$ cat config.mk
export PLATFORM = sky130hd
export DESIGN_NAME = sdram_page_scheduler
export DESIGN_NICKNAME = d
export VERILOG_FILES = /design/src/rtl/sdram_sched_pkg.sv /design/src/rtl/sdram_sched_arb.sv /design/src/rtl/sdram_page_scheduler.sv
export SDC_FILE = /design/constraint.sdc
export NUM_CORES = 1
export LEC_CHECK = 0
export BUFFER_PORTS_ARGS = -buffer_cell sky130_fd_sc_hd__buf_2
export CAP_MARGIN = 10
export CORE_ASPECT_RATIO = 0.7
export CORE_UTILIZATION = 57
export DETAILED_ROUTE_END_ITERATION = 8
export GPL_ROUTABILITY_DRIVEN = 0
export PLACE_DENSITY_LB_ADDON = 0.2
export SETUP_SLACK_MARGIN = 0.5
export SLEW_MARGIN = 10
export SYNTH_ARGS = -nofsm -noshare
export SYNTH_HDL_FRONTEND = slang
export SYNTH_SLANG_ARGS = --single-unit
$ cat constraint.sdc
create_clock -name clk -period 3.71 [get_ports clk]
set_clock_uncertainty 0.1 [all_clocks]
set_input_delay 0.5565 -clock clk [delete_from_list [all_inputs] [get_ports clk]]
set_output_delay 0.5565 -clock clk [all_outputs]
set_load 0.02 [all_outputs]
$ cat src/rtl/sdram_sched_pkg.sv
// rtl/sdram_sched_pkg.sv - shared state and operation encodings for the SDRAM page scheduler
package sdram_sched_pkg;

    typedef enum logic [1:0] {
        ST_WAIT_RFO = 2'd0,
        ST_IDLE     = 2'd1,
        ST_ISSUE    = 2'd2,
        ST_BUSY     = 2'd3
    } state_t;

    localparam logic [1:0] OP_NONE    = 2'd0;
    localparam logic [1:0] OP_WRITE   = 2'd1;
    localparam logic [1:0] OP_READ    = 2'd2;
    localparam logic [1:0] OP_REFRESH = 2'd3;

endpackage

$ cat src/rtl/sdram_sched_arb.sv
// rtl/sdram_sched_arb.sv - combinational refresh/write/read pick with read anti-starvation
module sdram_sched_arb
    import sdram_sched_pkg::*;
#(
    parameter int STARVE_LIMIT = 4,
    parameter int SW           = 3
) (
    input  logic          ref_elig,
    input  logic          wr_elig,
    input  logic          rd_elig,
    input  logic [SW-1:0] wr_streak,
    output logic [1:0]    pick
);

    // Refresh always first; writes favoured until the streak saturates, then one read gets through
    always_comb begin
        pick = OP_NONE;
        if (ref_elig) begin
            pick = OP_REFRESH;
        end else if (wr_elig && rd_elig) begin
            pick = (wr_streak == SW'(STARVE_LIMIT)) ? OP_READ : OP_WRITE;
        end else if (wr_elig) begin
            pick = OP_WRITE;
        end else if (rd_elig) begin
            pick = OP_READ;
        end
    end

endmodule

$ cat src/rtl/sdram_page_scheduler.sv
// rtl/sdram_page_scheduler.sv - circular page buffer scheduler issuing one SDRAM operation at a time
module sdram_page_scheduler
    import sdram_sched_pkg::*;
#(
    parameter int PAGE_AW      = 15,
    parameter int STARVE_LIMIT = 4
) (
    input  logic               clk,
    input  logic               rst,
    input  logic               ctl_rfo,
    input  logic               wr_req,
    input  logic               rd_req,
    input  logic               ref_req,
    output logic               op_valid,
    input  logic               op_ready,
    output logic [1:0]         op_kind,
    output logic [PAGE_AW-1:0] op_page,
    input  logic               op_done,
    output logic               wr_done,
    output logic               rd_done,
    output logic               ref_ack,
    output logic [PAGE_AW:0]   level,
    output logic               full,
    output logic               empty,
    output logic               err
);

    localparam int SW = (STARVE_LIMIT < 1) ? 1 : $clog2(STARVE_LIMIT + 1);
    localparam logic [PAGE_AW:0]   DEPTH    = {1'b1, {PAGE_AW{1'b0}}};
    localparam logic [PAGE_AW:0]   LVL_ONE  = {{PAGE_AW{1'b0}}, 1'b1};
    localparam logic [PAGE_AW-1:0] PTR_ONE  = {{(PAGE_AW-1){1'b0}}, 1'b1};
    localparam logic [SW-1:0]      STK_ONE  = {{(SW-1){1'b0}}, 1'b1};
    localparam logic [SW-1:0]      STK_MAX  = SW'(STARVE_LIMIT);

    state_t             state;
    state_t             state_nx;
    logic [1:0]         kind_r;
    logic [PAGE_AW-1:0] page_r;
    logic [PAGE_AW-1:0] wr_ptr;
    logic [PAGE_AW-1:0] rd_ptr;
    logic [PAGE_AW:0]   level_r;
    logic [SW-1:0]      wr_streak;
    logic               wr_elig;
    logic               rd_elig;
    logic [1:0]         pick;
    logic               grant;
    logic               finish;

    assign full    = (level_r == DEPTH);
    assign empty   = (level_r == '0);
    assign level   = level_r;
    assign wr_elig = wr_req && !full;
    assign rd_elig = rd_req && !empty;

    // A pick only counts in IDLE with the controller up; completion only counts in BUSY with it up
    assign grant  = (state == ST_IDLE) && ctl_rfo && (pick != OP_NONE);
    assign finish = (state == ST_BUSY) && ctl_rfo && op_done;

    sdram_sched_arb #(
        .STARVE_LIMIT (STARVE_LIMIT),
        .SW           (SW)
    ) u_arb (
        .ref_elig  (ref_req),
        .wr_elig   (wr_elig),
        .rd_elig   (rd_elig),
        .wr_streak (wr_streak),
        .pick      (pick)
    );

    // State register
    always_ff @(posedge clk or posedge rst) begin
        if (rst) begin
            state <= ST_WAIT_RFO;
        end else begin
            state <= state_nx;
        end
    end

    // Next state and operation presentation; losing ctl_rfo abandons whatever is in flight
    always_comb begin
        state_nx = state;
        op_valid = 1'b0;
        op_kind  = OP_NONE;
        op_page  = '0;
        if (!ctl_rfo) begin
            state_nx = ST_WAIT_RFO;
        end else begin
            case (state)
                ST_WAIT_RFO: state_nx = ST_IDLE;
                ST_IDLE:     if (pick != OP_NONE) state_nx = ST_ISSUE;
                ST_ISSUE:    if (op_ready) state_nx = ST_BUSY;
                ST_BUSY:     if (op_done) state_nx = ST_IDLE;
                default:     state_nx = ST_WAIT_RFO;
            endcase
        end
        if (state == ST_ISSUE) begin
            op_valid = 1'b1;
            op_kind  = kind_r;
            op_page  = page_r;
        end
    end

    // Latch the chosen operation and its target page at grant time so they stay stable in ISSUE
    always_ff @(posedge clk or posedge rst) begin
        if (rst) begin
            kind_r <= OP_NONE;
            page_r <= '0;
        end else if (grant) begin
            kind_r <= pick;
            case (pick)
                OP_WRITE: page_r <= wr_ptr;
                OP_READ:  page_r <= rd_ptr;
                default:  page_r <= '0;
            endcase
        end
    end

    // Count writes that won against a waiting read; any read grant resets the count
    always_ff @(posedge clk or posedge rst) begin
        if (rst) begin
            wr_streak <= '0;
        end else if (grant) begin
            if (pick == OP_READ) begin
                wr_streak <= '0;
            end else if (pick == OP_WRITE && rd_elig && wr_streak != STK_MAX) begin
                wr_streak <= wr_streak + STK_ONE;
            end
        end
    end

    // Pointer, fill level and completion pulses advance only when a BUSY operation completes
    always_ff @(posedge clk or posedge rst) begin
        if (rst) begin
            wr_ptr  <= '0;
            rd_ptr  <= '0;
            level_r <= '0;
            wr_done <= 1'b0;
            rd_done <= 1'b0;
            ref_ack <= 1'b0;
        end else begin
            wr_done <= finish && (kind_r == OP_WRITE);
            rd_done <= finish && (kind_r == OP_READ);
            ref_ack <= finish && (kind_r == OP_REFRESH);
            if (finish && kind_r == OP_WRITE) begin
                wr_ptr  <= wr_ptr + PTR_ONE;
                level_r <= level_r + LVL_ONE;
            end else if (finish && kind_r == OP_READ) begin
                rd_ptr  <= rd_ptr + PTR_ONE;
                level_r <= level_r - LVL_ONE;
            end
        end
    end

    // Sticky flag for a completion that arrives when nothing is executing
    always_ff @(posedge clk or posedge rst) begin
        if (rst) begin
            err <= 1'b0;
        end else if (op_done && state != ST_BUSY) begin
            err <= 1'b1;
        end
    end

endmodule

==> impl_metrics.env <==
export IMPL_status="completed"
export IMPL_crit_fanout=8
export IMPL_fin_crit_ns=3.128
export IMPL_drive_gt1_share_pct=17.08
export IMPL_async_reset_ff_share_pct=100.0
export IMPL_dpl_hpwl_um=6589
export IMPL_die_area_sq_um=7440
export IMPL_drt_pre_antenna_iters=5
export IMPL_dr_first_iter_drc_count=222
export IMPL_rsz0062_at_grt="no"
export IMPL_ys_ff_latch=72
export IMPL_hold_viol=0
export IMPL_ir_worst_vdd_v=0.0005063
export IMPL_maxCapViolCount=0
export IMPL_h_tree_depth=3
export IMPL_grt_pass1_wl_um=14670
export IMPL_vias_per_cell=5.770
export IMPL_rows=25
export IMPL_grt_overflow=0
export IMPL_start_util_pct=59.30
export IMPL_cts_tree="yes"
export IMPL_clock_sinks=72
export IMPL_required_ns=3.84
export IMPL_fin_hold_ws_ns=0.09067
export IMPL_synth_edff_count=0
export IMPL_yosysMostFrequentCell="dfrtp_1"
export IMPL_switching_share_pct=42.70
export IMPL_ys_types=45
export IMPL_r2r_slack_ns=0.58
export IMPL_drc=0
export IMPL_yosysSeqAreaShare_pct=44.55
export IMPL_maxSlewViolCount=0
export IMPL_path_clk_slew_ns=0.09
export IMPL_slew_headroom_pct=53.32
export IMPL_wl_per_cell_um=15.81
export IMPL_crit_path_start_kind="flip-flop"
export IMPL_synth_common_cells="dfrtp_1, nand2_1, nor2_1"
export IMPL_switchingPower_uw=1344
export IMPL_n_antenna_cell=0
export IMPL_core_area_sq_um=6819
export IMPL_ioPinCount=48
export IMPL_syn2layout_area_growth_pct=14.11
export IMPL_clk_latency_ns=0.35
export IMPL_place_ws_ns=0.4879
export IMPL_grt_max_degree=55
export IMPL_p_leak_uw=0.002205
export IMPL_gr_usage_all_layers_pct=26.27
export IMPL_tightest_slew_ns=0.7003
export IMPL_clk_path_buf_depth=2
export IMPL_setup_tns_final_ns=0
export IMPL_final_period_utilization_pct=84.31
export IMPL_cts_buffers_inserted=9
export IMPL_p_per_area_nw_per_um2=681.9
export IMPL_p_comb_share_pct=46.0
export IMPL_synth_top_area_share_pct=44.55
export IMPL_synth_ff_type="dfrtp_1"
export IMPL_syn_area_sq_um=4044
export IMPL_grt_pass1_vias=3017
export IMPL_synth_nets=455
export IMPL_hold_class="input port to async pin"
export IMPL_die_h_um=72.47
export IMPL_syn_area_per_cell_sq_um=9.583
export IMPL_antenna_found_initial=0
export IMPL_portBuffers=47
export IMPL_ys_warn_count=0
export IMPL_setup_viol=0
export IMPL_nets=508
export IMPL_arrival_ns=3.26
export IMPL_ant_nets=0
export IMPL_vias=3312
export IMPL_fin_ws_ns=0.5821
export IMPL_crit_type="flip-flop to flip-flop"
export IMPL_clockPowerShare_pct=20.2
export IMPL_max_freq_mhz=319.7
export IMPL_synthCells=422
export IMPL_p_int_uw=1803
export IMPL_cts_root_buffer="clkbuf_8"
export IMPL_critPathCaptureType="flip-flop"
export IMPL_yosysTopAreaCell="dfrtp_1"
export IMPL_routed_wl_um=9076
export IMPL_seqPwrFrac_pct=33.8
export IMPL_synth_area_leaders="dfrtp_1, ha_1, xnor2_1"
export IMPL_die_w_um=102.7
metal layers:
metal	GRT usage [%]	up-vias	part of all wire, %
met5	0	-	0
met4	5.714	0	0.73
met3	6.166	5	5.8
met2	37.56	110	42
met1	40.38	1581	51
li1	-	1616	-
final cells by class:
type / instances / area, sq um
flip-flops and latches: 72 / 1802
multi-input cells: 318 / 2126
inverters: 19 / 71.32
fillers: 579 / 2205
repair buffers: 55 / 295.3
clock buffers: 9 / 123.9
well taps: 94 / 117.6
clock inverters: 7 / 78.83
what timing repair did:
action | 4_1_cts | 5_1_grt
cloned | 0 | 0
endpoints found under the setup margin | 2 | 20
buffers inserted | 0 | 1
hold buffers | 0 | 0
pin swaps | 0 | 2
resized for setup | 2 | 6
metrics by stage:
stage               utilization, %  cell area [sq um]  total power, uW  instances
floorplan                        -               4044             2098        422
global placement             64.40               4392             2400        557
detailed placement           64.40               4392             2453        557
CTS                          67.38               4594             3103        573
global route                 67.67               4614             3363        574
finish                       67.67               4614             3147        574
registers in the layout (all words and copies together), names as in the netlist:
name       count
rd_ptr        15
page_r        15
err            1
wr_ptr        15
wr_streak      3
kind_r         2
rd_done        1
state          2
ref_ack        1
level         16
wr_done        1
power by group through the flow:
stage / Sequential [uW] / Combinational (uW) / Clock, uW
after CTS: 1060 / 1390 / 651
final: 1060 / 1450 / 636
after floorplan: 1130 / 966 / 0
after detailed placement: 1070 / 1380 / 0
after global routing: 1080 / 1600 / 680
after global placement: 1060 / 1330 / 0
path summary, 6_finish.rpt:
path / start / endpoint / depth (start not counted)
hold / removal: rst / level[4] / 2
setup reg to reg: state[0] / level[14] / 11
hold reg to reg: err / err / 1
max in group asynchronous: rst / level[13] / 3
setup / recovery: state[0] / level[14] / 11
min in group clk: err / err / 1
placed cells by master, fill, tap and decap left out, types with 7 or more instances in the layout:
master / count
a21o_1: 7
a21oi_1: 16
a22oi_1: 15
and2_1: 19
buf_2: 47
buf_4: 8
clkbuf_8: 9
dfrtp_1: 72
ha_1: 22
inv_1: 17
nand2_1: 42
nand3_1: 16
nand4_1: 9
nor2_1: 29
nor3_1: 8
o21a_1: 7
o21ai_0: 16
o31ai_1: 19
xnor2_1: 20
xor2_1: 15
worst max-delay path, stage by stage (launching register included):
cell and delay, ns:
dfrtp_1 0.44, ha_1 0.26, and3_1 0.24, and2_1 0.17, inv_2 0.14, ha_1 0.30
nor2b_1 0.17, o31a_1 0.30, o2111ai_1 0.28, nand2_1 0.15, mux2i_1 0.14, o41ai_1 0.32
kinds of logic after synthesis:
family	share of synthesized area, %
flops	44.55
compound gates	17.05
xor+xnor	7.581
fa+ha+maj	7.921
buf+inv	3.187
mux	1.052
simple gates	18.66
Note: power is estimated with default switching activity, not from simulation.
